===== src/rtl/axi_master_arbiter_r_if.sv =====
// AXI read-channel bundle (AR + R) used on both the master-facing and
// slave-facing sides of the read arbiter.
interface axi_master_arbiter_r_if #(
  parameter int DATA_WIDTH = 128,
  parameter int ADDR_WIDTH = 32,
  parameter int ID_WIDTH   = 4,
  parameter int USER_WIDTH = 1
);
  logic [ID_WIDTH-1:0]   ARID;
  logic [ADDR_WIDTH-1:0] ARADDR;
  logic [7:0]            ARLEN;
  logic [2:0]            ARSIZE;
  logic [1:0]            ARBURST;
  logic                  ARVALID;
  logic                  ARREADY;

  logic [ID_WIDTH-1:0]   RID;
  logic [DATA_WIDTH-1:0] RDATA;
  logic [1:0]            RRESP;
  logic                  RLAST;
  logic [USER_WIDTH-1:0] RUSER;
  logic                  RVALID;
  logic                  RREADY;

  modport master (
    output ARID, ARADDR, ARLEN, ARSIZE, ARBURST, ARVALID, RREADY,
    input  ARREADY, RID, RDATA, RRESP, RLAST, RUSER, RVALID
  );

  modport slave (
    input  ARID, ARADDR, ARLEN, ARSIZE, ARBURST, ARVALID, RREADY,
    output ARREADY, RID, RDATA, RRESP, RLAST, RUSER, RVALID
  );
endinterface


===== src/rtl/axi_master_arbiter_r.sv =====
// Two-master AXI read arbiter: round-robin grant, one burst in flight, grant
// held from AR issue through the RLAST handshake so R routes without ID decode.
module axi_master_arbiter_r #(
  parameter int DATA_WIDTH = 128,
  parameter int ADDR_WIDTH = 32,
  parameter int ID_WIDTH   = 4,
  parameter int USER_WIDTH = 1,
  parameter int TCO        = 1
) (
  input  logic                    ACLK,
  input  logic                    ARESETn,
  axi_master_arbiter_r_if.slave   m0,
  axi_master_arbiter_r_if.slave   m1,
  axi_master_arbiter_r_if.master  s
);

  // TCO only models clock-to-out in simulation; synthesizable RTL carries no delays.
  if (TCO < 0) begin : g_tco_invalid
    $error("TCO must be non-negative");
  end

  typedef enum logic [1:0] {IDLE, ADDR, DATA} state_e;

  state_e state, state_nxt;
  logic   grant, grant_nxt;
  logic   last_grant, last_grant_nxt;

  logic                  sel_arvalid;
  logic [ID_WIDTH-1:0]   sel_arid;
  logic [ADDR_WIDTH-1:0] sel_araddr;
  logic [7:0]            sel_arlen;
  logic [2:0]            sel_arsize;
  logic [1:0]            sel_arburst;
  logic                  sel_rready;

  always_ff @(posedge ACLK or negedge ARESETn) begin
    if (!ARESETn) begin
      state      <= IDLE;
      grant      <= 1'b0;
      last_grant <= 1'b1;
    end else begin
      // NOTE: non-blocking so all three registers update from pre-edge values.
      state      <= state_nxt;
      grant      <= grant_nxt;
      last_grant <= last_grant_nxt;
    end
  end

  // Granted master's AR fields and R-side ready, before window gating.
  always_comb begin
    if (grant) begin
      sel_arvalid = m1.ARVALID;
      sel_arid    = m1.ARID;
      sel_araddr  = m1.ARADDR;
      sel_arlen   = m1.ARLEN;
      sel_arsize  = m1.ARSIZE;
      sel_arburst = m1.ARBURST;
      sel_rready  = m1.RREADY;
    end else begin
      sel_arvalid = m0.ARVALID;
      sel_arid    = m0.ARID;
      sel_araddr  = m0.ARADDR;
      sel_arlen   = m0.ARLEN;
      sel_arsize  = m0.ARSIZE;
      sel_arburst = m0.ARBURST;
      sel_rready  = m0.RREADY;
    end
  end

  always_comb begin
    // NOTE: defaults first so no path through the case leaves a latch behind.
    state_nxt      = state;
    grant_nxt      = grant;
    last_grant_nxt = last_grant;
    unique case (state)
      IDLE: begin
        if (m0.ARVALID || m1.ARVALID) begin
          // A tie goes to whoever did not win last time.
          grant_nxt      = (m0.ARVALID && m1.ARVALID) ? ~last_grant : m1.ARVALID;
          last_grant_nxt = grant_nxt;
          state_nxt      = ADDR;
        end
      end
      ADDR: if (sel_arvalid && s.ARREADY) state_nxt = DATA;
      DATA: if (s.RVALID && sel_rready && s.RLAST) state_nxt = IDLE;
      default: state_nxt = IDLE;
    endcase
  end

  always_comb begin
    s.ARVALID  = 1'b0;
    s.ARID     = '0;
    s.ARADDR   = '0;
    s.ARLEN    = '0;
    s.ARSIZE   = '0;
    s.ARBURST  = '0;
    s.RREADY   = 1'b0;

    m0.ARREADY = 1'b0;
    m0.RVALID  = 1'b0;
    m0.RID     = '0;
    m0.RDATA   = {DATA_WIDTH{1'b0}};
    m0.RRESP   = '0;
    m0.RLAST   = 1'b0;
    m0.RUSER   = {USER_WIDTH{1'b0}};

    m1.ARREADY = 1'b0;
    m1.RVALID  = 1'b0;
    m1.RID     = '0;
    m1.RDATA   = {DATA_WIDTH{1'b0}};
    m1.RRESP   = '0;
    m1.RLAST   = 1'b0;
    m1.RUSER   = {USER_WIDTH{1'b0}};

    unique case (state)
      ADDR: begin
        s.ARVALID = sel_arvalid;
        s.ARID    = sel_arid;
        s.ARADDR  = sel_araddr;
        s.ARLEN   = sel_arlen;
        s.ARSIZE  = sel_arsize;
        s.ARBURST = sel_arburst;
        if (grant) m1.ARREADY = s.ARREADY;
        else       m0.ARREADY = s.ARREADY;
      end
      DATA: begin
        s.RREADY = sel_rready;
        if (grant) begin
          m1.RVALID = s.RVALID;
          m1.RID    = s.RID;
          m1.RDATA  = s.RDATA;
          m1.RRESP  = s.RRESP;
          m1.RLAST  = s.RLAST;
          m1.RUSER  = s.RUSER;
        end else begin
          m0.RVALID = s.RVALID;
          m0.RID    = s.RID;
          m0.RDATA  = s.RDATA;
          m0.RRESP  = s.RRESP;
          m0.RLAST  = s.RLAST;
          m0.RUSER  = s.RUSER;
        end
      end
      default: ;
    endcase
  end

endmodule


===== src/flat_wrapper.sv =====
// flat-port wrapper written by rule: the top's interface ports become plain ports
module axi_master_arbiter_r_flat 
#(
  parameter int DATA_WIDTH = 128,
  parameter int ADDR_WIDTH = 32,
  parameter int ID_WIDTH   = 4,
  parameter int USER_WIDTH = 1,
  parameter int TCO        = 1
)
  (ACLK, ARESETn, m0_ARID, m0_ARADDR, m0_ARLEN, m0_ARSIZE, m0_ARBURST, m0_ARVALID, m0_RREADY, m0_ARREADY, m0_RID, m0_RDATA, m0_RRESP, m0_RLAST, m0_RUSER, m0_RVALID, m1_ARID, m1_ARADDR, m1_ARLEN, m1_ARSIZE, m1_ARBURST, m1_ARVALID, m1_RREADY, m1_ARREADY, m1_RID, m1_RDATA, m1_RRESP, m1_RLAST, m1_RUSER, m1_RVALID, s_ARID, s_ARADDR, s_ARLEN, s_ARSIZE, s_ARBURST, s_ARVALID, s_RREADY, s_ARREADY, s_RID, s_RDATA, s_RRESP, s_RLAST, s_RUSER, s_RVALID);
  axi_master_arbiter_r_if #(.DATA_WIDTH(DATA_WIDTH), .ADDR_WIDTH(ADDR_WIDTH), .ID_WIDTH(ID_WIDTH), .USER_WIDTH(USER_WIDTH)) m0_i ();
  axi_master_arbiter_r_if #(.DATA_WIDTH(DATA_WIDTH), .ADDR_WIDTH(ADDR_WIDTH), .ID_WIDTH(ID_WIDTH), .USER_WIDTH(USER_WIDTH)) m1_i ();
  axi_master_arbiter_r_if #(.DATA_WIDTH(DATA_WIDTH), .ADDR_WIDTH(ADDR_WIDTH), .ID_WIDTH(ID_WIDTH), .USER_WIDTH(USER_WIDTH)) s_i ();
  input  logic ACLK;
  input  logic ARESETn;
  input wire logic [$bits(m0_i.ARID)-1:0] m0_ARID;
  input wire logic [$bits(m0_i.ARADDR)-1:0] m0_ARADDR;
  input wire logic [$bits(m0_i.ARLEN)-1:0] m0_ARLEN;
  input wire logic [$bits(m0_i.ARSIZE)-1:0] m0_ARSIZE;
  input wire logic [$bits(m0_i.ARBURST)-1:0] m0_ARBURST;
  input wire logic [$bits(m0_i.ARVALID)-1:0] m0_ARVALID;
  input wire logic [$bits(m0_i.RREADY)-1:0] m0_RREADY;
  output wire logic [$bits(m0_i.ARREADY)-1:0] m0_ARREADY;
  output wire logic [$bits(m0_i.RID)-1:0] m0_RID;
  output wire logic [$bits(m0_i.RDATA)-1:0] m0_RDATA;
  output wire logic [$bits(m0_i.RRESP)-1:0] m0_RRESP;
  output wire logic [$bits(m0_i.RLAST)-1:0] m0_RLAST;
  output wire logic [$bits(m0_i.RUSER)-1:0] m0_RUSER;
  output wire logic [$bits(m0_i.RVALID)-1:0] m0_RVALID;
  input wire logic [$bits(m1_i.ARID)-1:0] m1_ARID;
  input wire logic [$bits(m1_i.ARADDR)-1:0] m1_ARADDR;
  input wire logic [$bits(m1_i.ARLEN)-1:0] m1_ARLEN;
  input wire logic [$bits(m1_i.ARSIZE)-1:0] m1_ARSIZE;
  input wire logic [$bits(m1_i.ARBURST)-1:0] m1_ARBURST;
  input wire logic [$bits(m1_i.ARVALID)-1:0] m1_ARVALID;
  input wire logic [$bits(m1_i.RREADY)-1:0] m1_RREADY;
  output wire logic [$bits(m1_i.ARREADY)-1:0] m1_ARREADY;
  output wire logic [$bits(m1_i.RID)-1:0] m1_RID;
  output wire logic [$bits(m1_i.RDATA)-1:0] m1_RDATA;
  output wire logic [$bits(m1_i.RRESP)-1:0] m1_RRESP;
  output wire logic [$bits(m1_i.RLAST)-1:0] m1_RLAST;
  output wire logic [$bits(m1_i.RUSER)-1:0] m1_RUSER;
  output wire logic [$bits(m1_i.RVALID)-1:0] m1_RVALID;
  output wire logic [$bits(s_i.ARID)-1:0] s_ARID;
  output wire logic [$bits(s_i.ARADDR)-1:0] s_ARADDR;
  output wire logic [$bits(s_i.ARLEN)-1:0] s_ARLEN;
  output wire logic [$bits(s_i.ARSIZE)-1:0] s_ARSIZE;
  output wire logic [$bits(s_i.ARBURST)-1:0] s_ARBURST;
  output wire logic [$bits(s_i.ARVALID)-1:0] s_ARVALID;
  output wire logic [$bits(s_i.RREADY)-1:0] s_RREADY;
  input wire logic [$bits(s_i.ARREADY)-1:0] s_ARREADY;
  input wire logic [$bits(s_i.RID)-1:0] s_RID;
  input wire logic [$bits(s_i.RDATA)-1:0] s_RDATA;
  input wire logic [$bits(s_i.RRESP)-1:0] s_RRESP;
  input wire logic [$bits(s_i.RLAST)-1:0] s_RLAST;
  input wire logic [$bits(s_i.RUSER)-1:0] s_RUSER;
  input wire logic [$bits(s_i.RVALID)-1:0] s_RVALID;
  assign m0_i.ARID = m0_ARID;
  assign m0_i.ARADDR = m0_ARADDR;
  assign m0_i.ARLEN = m0_ARLEN;
  assign m0_i.ARSIZE = m0_ARSIZE;
  assign m0_i.ARBURST = m0_ARBURST;
  assign m0_i.ARVALID = m0_ARVALID;
  assign m0_i.RREADY = m0_RREADY;
  assign m0_ARREADY = m0_i.ARREADY;
  assign m0_RID = m0_i.RID;
  assign m0_RDATA = m0_i.RDATA;
  assign m0_RRESP = m0_i.RRESP;
  assign m0_RLAST = m0_i.RLAST;
  assign m0_RUSER = m0_i.RUSER;
  assign m0_RVALID = m0_i.RVALID;
  assign m1_i.ARID = m1_ARID;
  assign m1_i.ARADDR = m1_ARADDR;
  assign m1_i.ARLEN = m1_ARLEN;
  assign m1_i.ARSIZE = m1_ARSIZE;
  assign m1_i.ARBURST = m1_ARBURST;
  assign m1_i.ARVALID = m1_ARVALID;
  assign m1_i.RREADY = m1_RREADY;
  assign m1_ARREADY = m1_i.ARREADY;
  assign m1_RID = m1_i.RID;
  assign m1_RDATA = m1_i.RDATA;
  assign m1_RRESP = m1_i.RRESP;
  assign m1_RLAST = m1_i.RLAST;
  assign m1_RUSER = m1_i.RUSER;
  assign m1_RVALID = m1_i.RVALID;
  assign s_ARID = s_i.ARID;
  assign s_ARADDR = s_i.ARADDR;
  assign s_ARLEN = s_i.ARLEN;
  assign s_ARSIZE = s_i.ARSIZE;
  assign s_ARBURST = s_i.ARBURST;
  assign s_ARVALID = s_i.ARVALID;
  assign s_RREADY = s_i.RREADY;
  assign s_i.ARREADY = s_ARREADY;
  assign s_i.RID = s_RID;
  assign s_i.RDATA = s_RDATA;
  assign s_i.RRESP = s_RRESP;
  assign s_i.RLAST = s_RLAST;
  assign s_i.RUSER = s_RUSER;
  assign s_i.RVALID = s_RVALID;
  axi_master_arbiter_r #(.DATA_WIDTH(DATA_WIDTH), .ADDR_WIDTH(ADDR_WIDTH), .ID_WIDTH(ID_WIDTH), .USER_WIDTH(USER_WIDTH), .TCO(TCO)) u_core (.ACLK(ACLK), .ARESETn(ARESETn), .m0(m0_i), .m1(m1_i), .s(s_i));
endmodule

===== config.mk =====
export PLATFORM = sky130hd
export DESIGN_NAME = axi_master_arbiter_r_flat
export DESIGN_NICKNAME = d
export VERILOG_FILES = /design/src/rtl/axi_master_arbiter_r_if.sv /design/src/rtl/axi_master_arbiter_r.sv /design/src/flat_wrapper.sv
export SDC_FILE = /design/constraint.sdc
export NUM_CORES = 1
export LEC_CHECK = 0
export ABC_AREA = 1
export BUFFER_PORTS_ARGS = -buffer_cell sky130_fd_sc_hd__buf_2
export CAP_MARGIN = 15
export CELL_PAD_IN_SITES_DETAIL_PLACEMENT = 0
export CELL_PAD_IN_SITES_GLOBAL_PLACEMENT = 2
export CORE_AREA = 2 2 223 225
export DETAILED_ROUTE_END_ITERATION = 16
export DIE_AREA = 0 0 225 227
export PLACE_DENSITY_LB_ADDON = 0.1
export SYNTH_ARGS = -nofsm -noshare
export SYNTH_HDL_FRONTEND = slang
export SYNTH_SLANG_ARGS = --single-unit

===== constraint.sdc =====
create_clock -name ACLK -period 2 [get_ports ACLK]
set_clock_uncertainty 0.05 [all_clocks]
set_input_delay 0.3 -clock ACLK [delete_from_list [all_inputs] [get_ports ACLK]]
set_output_delay 0.3 -clock ACLK [all_outputs]
set_load 0.01 [all_outputs]

==> Yosys cells after proc, flatten, opt, wreduce, memory -nomap -nowiden <==
Index checks and enable logic that the tools add are counted.
{ "totals": {"ff_bits": 4, "out_inout_bits": 327, "wordCells": 64} }
{ "op_classes": {"n_eq_ne": 5, "n_mux": 47, "bitwise_logic": 1, "n_reduce_logical": 8} }
{ "op_table": {"columns": ["cell", "count"], "rows": [
  ["$mux 128", 4],
  ["$mux 32", 2],
  ["$mux 4", 6],
  ["$mux 1", 21],
  ["$mux 2", 9],
  ["$mux 8", 2],
  ["$mux 3", 2],
  ["$ne 2x1->1 const B", 3],
  ["$pmux 2 s3", 1],
  ["$logic_and 1x1->1", 4],
  ["$reduce_and 3->1", 1],
  ["$eq 2x1->1 const B", 1],
  ["$eq 2x2->1 const B", 1],
  ["$logic_not 2->1", 1],
  ["$reduce_and 2->1", 1],
  ["$logic_or 1x1->1", 1],
  ["$not 1->1", 1]
]} }

==> Longest topological paths before layout <==
Gate-level depths: netlist of the first run.
{ "depth": {"word_depth": 5, "ltp_mapped": 7} }

==> Worst setup path after synthesis of the first run <==
OpenSTA, ideal clock, no wires.
{ "synth_timing": {"kind": "register -> output", "startpoint": "register u_core.grant", "endpoint": "output m0_RDATA[100]", "t_arrival_ps": 1104, "required_ps": 1650, "setup_slack_ps": 546, "stages_incl_launch_ff": 7, "path_buffers": 3, "path_cell_list": "dfrtp_1 buf_2 inv_4 nand2_1 buf_4 buf_6 nor2_1"} }
{ "synth_between": {"elab_chain_cells": 2} }
{ "synth_lines": {"columns": ["item", "line", "text"], "rows": [
  ["start: declaration", "axi_master_arbiter_r.sv:25", "logic grant, grant_nxt;"],
  ["start signal: assignment", "axi_master_arbiter_r.sv:44", "grant <= grant_nxt;"],
  ["$mux 128", "axi_master_arbiter_r.sv:128", "if (grant) begin"],
  ["$mux 128", "axi_master_arbiter_r.sv:115", "unique case (state)"],
  ["end: declaration", "flat_wrapper.sv:25", "output wire logic [$bits(m0_i.RDATA)-1:0] m0_RDATA;"]
]} }
Every way passes these cells.

==> Final worst setup path of the first run <==
{ "layout_timing": {"startpoint": "register u_core.state[0]", "endpoint": "output m1_RDATA[80]"} }
{ "layout_between": {"elab_chain_cells": 2} }
{ "layout_lines": {"columns": ["item", "line", "text"], "rows": [
  ["start: declaration", "axi_master_arbiter_r.sv:24", "state_e state, state_nxt;"],
  ["start signal: assignment", "axi_master_arbiter_r.sv:43", "state <= state_nxt;"],
  ["$eq 2x2->1", "axi_master_arbiter_r.sv:115", null],
  ["$mux 128", "axi_master_arbiter_r.sv:115", null],
  ["end: declaration", "flat_wrapper.sv:39", "output wire logic [$bits(m1_i.RDATA)-1:0] m1_RDATA;"]
]} }
Every way passes these cells.

==> reports/metrics.yaml, run 1 <==
cp-end-kind: "primary output"
cts-htree-levels: 1
grt_overflow: 0
synth_edf_count: 0
dr.first_iter.drc_count: 143
dpl.hpwl_um: 23300
cts_sinks: 4
numPortBuffers: 568
power_density_mw_per_mm2: 763
die_area_mm2: 0.0511
slew_headroom_pct: 74.6
avgSynthCellArea_um2: 4.36
vdd_ir_drop_max_uv: 413
post_drt_wl_per_cell_um: 14.8
power_leakage_nw: 4.77
fin_area_mm2: 0.00654
viasPerCell: 3.07
boundaryPins: 569
fin_cells: 1824
syn_nets: 889
cpLargestDelayFamily: "buffers and inverters"
worstPathRequired_ns: 1.65
synth.distinct_cells: 16
place_area_mm2: 0.00637
cts_buffers: 3
outcome: "finished, final reports clean"
cp_num_buf_inv: 3
diodes: 0
cts_tree: "done"
grt_pass1_wl_um: 35800
layout-drive-gt1-share_pct: 51.2
worstPathMaxFanout: 56
worstSetupStartpointType: "register"
crit_chain: "nor2_4 -> nand2_4 -> buf_12 -> buf_6 -> nor2_1 -> buf_2"
crit_slowest_cell: "dfrtp_2"
synthTopCellsByArea: "nor2_1 37%, inv_1 19%, nand2_1 16%, buf_6 10%, a21oi_1 8.7%"
antenna_found_initial: 3
root_buffer: "clkbuf_16"
syn-instance-count: 647
yosysSeqAreaShare_pct: 3.59
yosysMostFrequentCell: "nor2_1"
postRouteAntennaNets: 0
cts.clk_slew.worst_paths_ns: 0.03
setup_violations: 0
yosysTopAreaCell: "nor2_1"
fp-row-count: 81
first_global_vias: 5224
ys_warn_count: 0
die_w_um: 225
layout.nets: 1445
period_minus_slack_ns: 1.95
hold_path_class: "primary input to register"
initial_utilization_pct: 5.81
synth_commonest_cells: "277 x nor2_1, 143 x inv_1, 119 x nand2_1, 49 x a21oi_1, 26 x buf_6"
core_mm2: 0.0485
synth-seq-cells: 4
rsz0062_at_grt: "yes"
worstMarginPinSlew_ns: 0.382
num_vias: 5594
slew_viol_final: 0
area_growth_pct: 132
arrival_ns: 1.60
async_reset_ff_share_pct: 100
clock_latency_ns: 0.23
holdWs_ns: 0.301
clk_path_buf_depth: 2
maxCapViolations: 0
synth-main-ff-cell: "dfrtp_1"
final.setup.tns_ns: 0
period_share_pct: 97.7
chipHeight_um: 227
n_fill_cell: 5827
dp.cells: 1816
path_class: "register to primary output"
place_congestion: 0.738
synth_area_mm2: 0.00282
wl_um: 26900
first_pass_iters: 4
grt_max_degree: 57
fmax_ghz: 0.512
drc: 0
grtUsageTotal_pct: 9.43
yosysTopAreaCellShare_pct: 36.8
hold_violations: 0
slowest_delay_ns: 0.43
## where the power goes
group / leakage [nW] / switching [W] / internal, W / total (W)
combinational: 4.68 / 0.00278 / 0.00169 / 0.00447
clock: 0.0382 / 0.0000580 / 0.000263 / 0.000321
sequential: 0.0454 / 0.0000564 / 0.000134 / 0.000190
total: 4.77 / 0.00289 / 0.00209 / 0.00498
## placed cells by master (no fill, tap or decap), types with 2 or more instances in the layout
cell type | netlist | layout
nor2_1 | 277 | 271
nand2_4 | 0 | 3
dfrtp_2 | 0 | 2
clkbuf_16 | 0 | 3
nor3_1 | 2 | 2
nor2_4 | 1 | 2
inv_1 | 143 | 143
a21oi_2 | 0 | 2
buf_6 | 26 | 2
nor2_2 | 0 | 5
buf_12 | 0 | 9
buf_2 | 17 | 568
nand2_1 | 119 | 116
nand3_1 | 2 | 2
a21oi_1 | 49 | 47
buf_4 | 3 | 16
## worst register-to-register path, cell delays in order (launching register included)
cell and delay, ns:
dfrtp_2 0.46, inv_4 0.11, buf_16 0.22, nand2_1 0.14, nand2_1 0.12, inv_1 0.05, nand2_1 0.06, nand2_1 0.05
## cell type report
class | count | area (um2) | share of cell area [%]
timing repair buffer | 597 | 3200 | 49.0
multi-input combinational | 452 | 1820 | 27.9
tap | 622 | 778 | 11.9
inverter | 145 | 547 | 8.37
sequential | 4 | 104 | 1.59
clock buffer | 4 | 78.8 | 1.21
## sequential cells by signal (all words and copies together), names as in the netlist
signal	flops
u_core.state	2
u_core.grant	1
u_core.last_grant	1
## repair_timing
item                       4_1_cts  5_1_grt
hold endpoints to repair         3        0
pin swaps                        2        1
gates cloned                     0        0
gates resized for setup          3       11
setup endpoints to repair        4       48
setup buffers                    2        1
hold buffers                     1        0
## per-layer routing
metal  part of all wire, %  track usage [%]  vias to the layer above
met5                 0.048                0                        -
met2                    57             20.5                      298
met3                   9.6             3.23                       10
met4                  0.38            0.598                        2
met1                    33             8.51                     2363
li1                      -                -                     2921
## per-stage QoR
| step | setup WS [ns] | utilization (%) | total power, W |
|---|---|---|---|
| CTS | 0.0154 | 13.4 | 0.00512 |
| finish | 0.0455 | 13.5 | 0.00498 |
| global placement | 0.141 | 13.1 | 0.00488 |
| global route | -0.0425 | 13.5 | 0.00552 |
| floorplan | 0.546 | - | 0.00256 |
| detailed placement | 0.151 | 13.1 | 0.00475 |
## kinds of logic (layout without fill, tap and decap cells)
kind of cell | after synthesis | count (layout) | share of synthesized area, %
simple gates | 402 | 402 | 54.0
buf+inv | 191 | 746 | 33.6
compound gates | 50 | 50 | 8.87
flops | 4 | 4 | 3.59
## path summary, 6_finish.rpt
check	slack, ns	endpoint	from	cells past startpoint
max	0.05	m1_RDATA[80]	u_core.state[0]	6
min	0.30	u_core.last_grant	m1_ARVALID	3
max reg2reg	0.65	u_core.state[1]	u_core.grant	7
min reg2reg	0.42	u_core.last_grant	u_core.last_grant	2
max in group asynchronous	1.32	u_core.last_grant	ARESETn	2
min in group asynchronous	0.37	u_core.state[1]	ARESETn	2
No activity file was read; power rests on OpenSTA's default activity.
==> inputs of run 2 (changes only) <==
--- a/config.mk
+++ b/config.mk
@@ -11,6 +11,7 @@
 export CELL_PAD_IN_SITES_DETAIL_PLACEMENT = 0
 export CELL_PAD_IN_SITES_GLOBAL_PLACEMENT = 2
 export CORE_AREA = 2 2 223 225
+export CTS_BUF_LIST = sky130_fd_sc_hd__clkbuf_16
 export DETAILED_ROUTE_END_ITERATION = 16
 export DIE_AREA = 0 0 225 227
 export PLACE_DENSITY_LB_ADDON = 0.1
==> reports/metrics.yaml, run 2 (synthesis results as in run 1) <==
outcome: "finished, final reports clean"  # unchanged
cp-end-kind: "primary output"  # unchanged
hold_path_class: "primary input to register"  # unchanged
numPortBuffers: 568  # unchanged
power_leakage_nw: 4.77  # about the same
worstPathMaxFanout: 56  # unchanged
regArea_um2: 104  # unchanged
worstPathRequired_ns: 1.65  # about the same
clock_latency_ns: 0.23  # about the same
met1_length_um: 8820  # about the same
met2_length_um: 15400  # about the same
rsz0062_at_grt: "yes"  # unchanged
place_congestion: 0.738  # unchanged
viasPerCell: 3.07  # about the same
cts_buffers: 3  # unchanged
grt_pass1_wl_um: 35800  # unchanged
drc: 0  # unchanged
dp_slack_ns: 0.151  # unchanged
slowest_delay_ns: 0.43  # about the same
setup_violations: 0  # unchanged
arrival_ns: 1.60  # about the same
slew_viol_final: 0  # unchanged
chipHeight_um: 227  # unchanged
grt_max_degree: 57  # unchanged
cpLargestDelayFamily: "buffers and inverters"  # unchanged
cts.clk_slew.worst_paths_ns: 0.03  # about the same
crit_chain: "nor2_4 -> nand2_4 -> buf_12 -> buf_6 -> nor2_1 -> buf_2"  # unchanged
fin_cells: 1824  # unchanged
cp_num_buf_inv: 3  # unchanged
grt_overflow: 0  # unchanged
initial_utilization_pct: 5.81  # unchanged
final_common_cell: "buf_2"  # unchanged
layout-drive-gt1-share_pct: 51.2  # unchanged
first_global_vias: 5224  # unchanged
cts_tree: "done"  # unchanged
die_area_mm2: 0.0511  # unchanged
largest_reg_flops: 2  # unchanged
top_regs: "u_core.state (2), u_core.grant (1), u_core.last_grant (1)"  # unchanged
cts-htree-levels: 1  # unchanged
cts_sinks: 4  # unchanged
maxCapViolations: 0  # unchanged
wl_met3_um: 2590  # about the same
boundaryPins: 569  # unchanged
vdd_ir_drop_max_uv: 412  # was 413 uV
period_share_pct: 97.7  # about the same
n_fill_cell: 5827  # unchanged
hold_violations: 0  # unchanged
dpl.hpwl_um: 23300  # unchanged
postRouteAntennaNets: 0  # unchanged
highest_layer: "met5"  # unchanged
power_density_mw_per_mm2: 761  # was 763 mW/mm2
clk_path_buf_depth: 2  # unchanged
grtUsageTotal_pct: 9.43  # unchanged
die_w_um: 225  # unchanged
dr.first_iter.drc_count: 144  # was 143
period_minus_slack_ns: 1.95  # about the same
worstSetupStartpointType: "register"  # unchanged
layout.nets: 1445  # unchanged
num_vias: 5592  # was 5594
fmax_ghz: 0.512  # about the same
first_pass_iters: 4  # unchanged
path_class: "register to primary output"  # unchanged
regMostFlops: "u_core.state"  # unchanged
dp.cells: 1816  # unchanged
fp-row-count: 81  # unchanged
antenna_found_initial: 3  # unchanged
mostFrequentLayoutCells: "568 x buf_2, 271 x nor2_1, 144 x inv_1"  # was 568 x buf_2, 271 x nor2_1, 143 x inv_1
core_mm2: 0.0485  # unchanged
slew_headroom_pct: 74.6  # about the same
crit_slowest_cell: "dfrtp_2"  # unchanged
area_growth_pct: 132  # unchanged
root_buffer: "clkbuf_16"  # unchanged
worstMarginPinSlew_ns: 0.382  # about the same
fin_ws_ns: 0.0460  # was 0.0455 ns
wl_um: 26900  # about the same
multi_input_area_mm2: 0.00182  # unchanged
post_drt_wl_per_cell_um: 14.8  # about the same
diodes: 0  # unchanged
## run 2: final timing paths
path | from | endpoint | slack [ns] | cells after the start
setup / recovery | u_core.state[0] | m1_RDATA[80] | 0.05 | 6
hold / removal | m1_ARVALID | u_core.last_grant | 0.30 | 3
setup reg to reg | u_core.grant | u_core.state[1] | 0.65 | 7
hold reg to reg | u_core.last_grant | u_core.last_grant | 0.42 | 2
max in group asynchronous | ARESETn | u_core.last_grant | 1.32 | 2
min in group asynchronous | ARESETn | u_core.state[1] | 0.37 | 2
## run 2: area by class of cell
cell class	instances	share of cell area [%]
tap	622	11.9
multi-input combinational	452	27.9
inverter	145	8.37
sequential	4	1.59
clock inverter	1	0.0574
clock buffer	3	1.15
timing repair buffer	597	49.0
## run 2: layer usage
metal  up-vias  track usage [%]
li1       2921                -
met3        10             3.23
met4         2            0.598
met2       298             20.5
met5         -                0
met1      2361             8.51
## run 2: worst register-to-register path: cells and delay by family, from the launching register on
family                 cells  cell delay (ns)
and+or+nand+nor            4             0.37
DFF                        1             0.46
buffers and inverters      3             0.38
## run 2: timing repair
item                                    in CTS  in global routing
endpoints found under the hold margin        3                  0
pin swaps                                    2                  1
resized for setup                            3                 11
buffers inserted                             2                  1
endpoints found under the setup margin       4                 48
gates cloned                                 0                  0
hold buffers                                 1                  0
## run 2: power by group
part | internal, W | total [W] | switching (W)
combinational | 0.00169 | 0.00447 | 0.00278
clock | 0.000258 | 0.000316 | 0.0000579
sequential | 0.000134 | 0.000190 | 0.0000564
total | 0.00208 | 0.00498 | 0.00289
## run 2: per-stage QoR
| step | total power (W) | hold slack, ns | setup TNS, ns | cell area (um2) | util [%] |
|---|---|---|---|---|---|
| 4_1_cts | 0.00511 | 0.302 | 0 | 6490 | 13.4 |
| 3_3_place_gp | 0.00488 | 0.0637 | 0 | 6370 | 13.1 |
| 2_1_floorplan | 0.00256 | -0.0456 | 0 | 2820 | - |
| 3_5_place_dp | 0.00475 | 0.0663 | 0 | 6370 | 13.1 |
| 5_1_grt | 0.00552 | 0.335 | -0.276 | 6540 | 13.5 |
| 6_report | 0.00498 | 0.301 | 0 | 6540 | 13.5 |
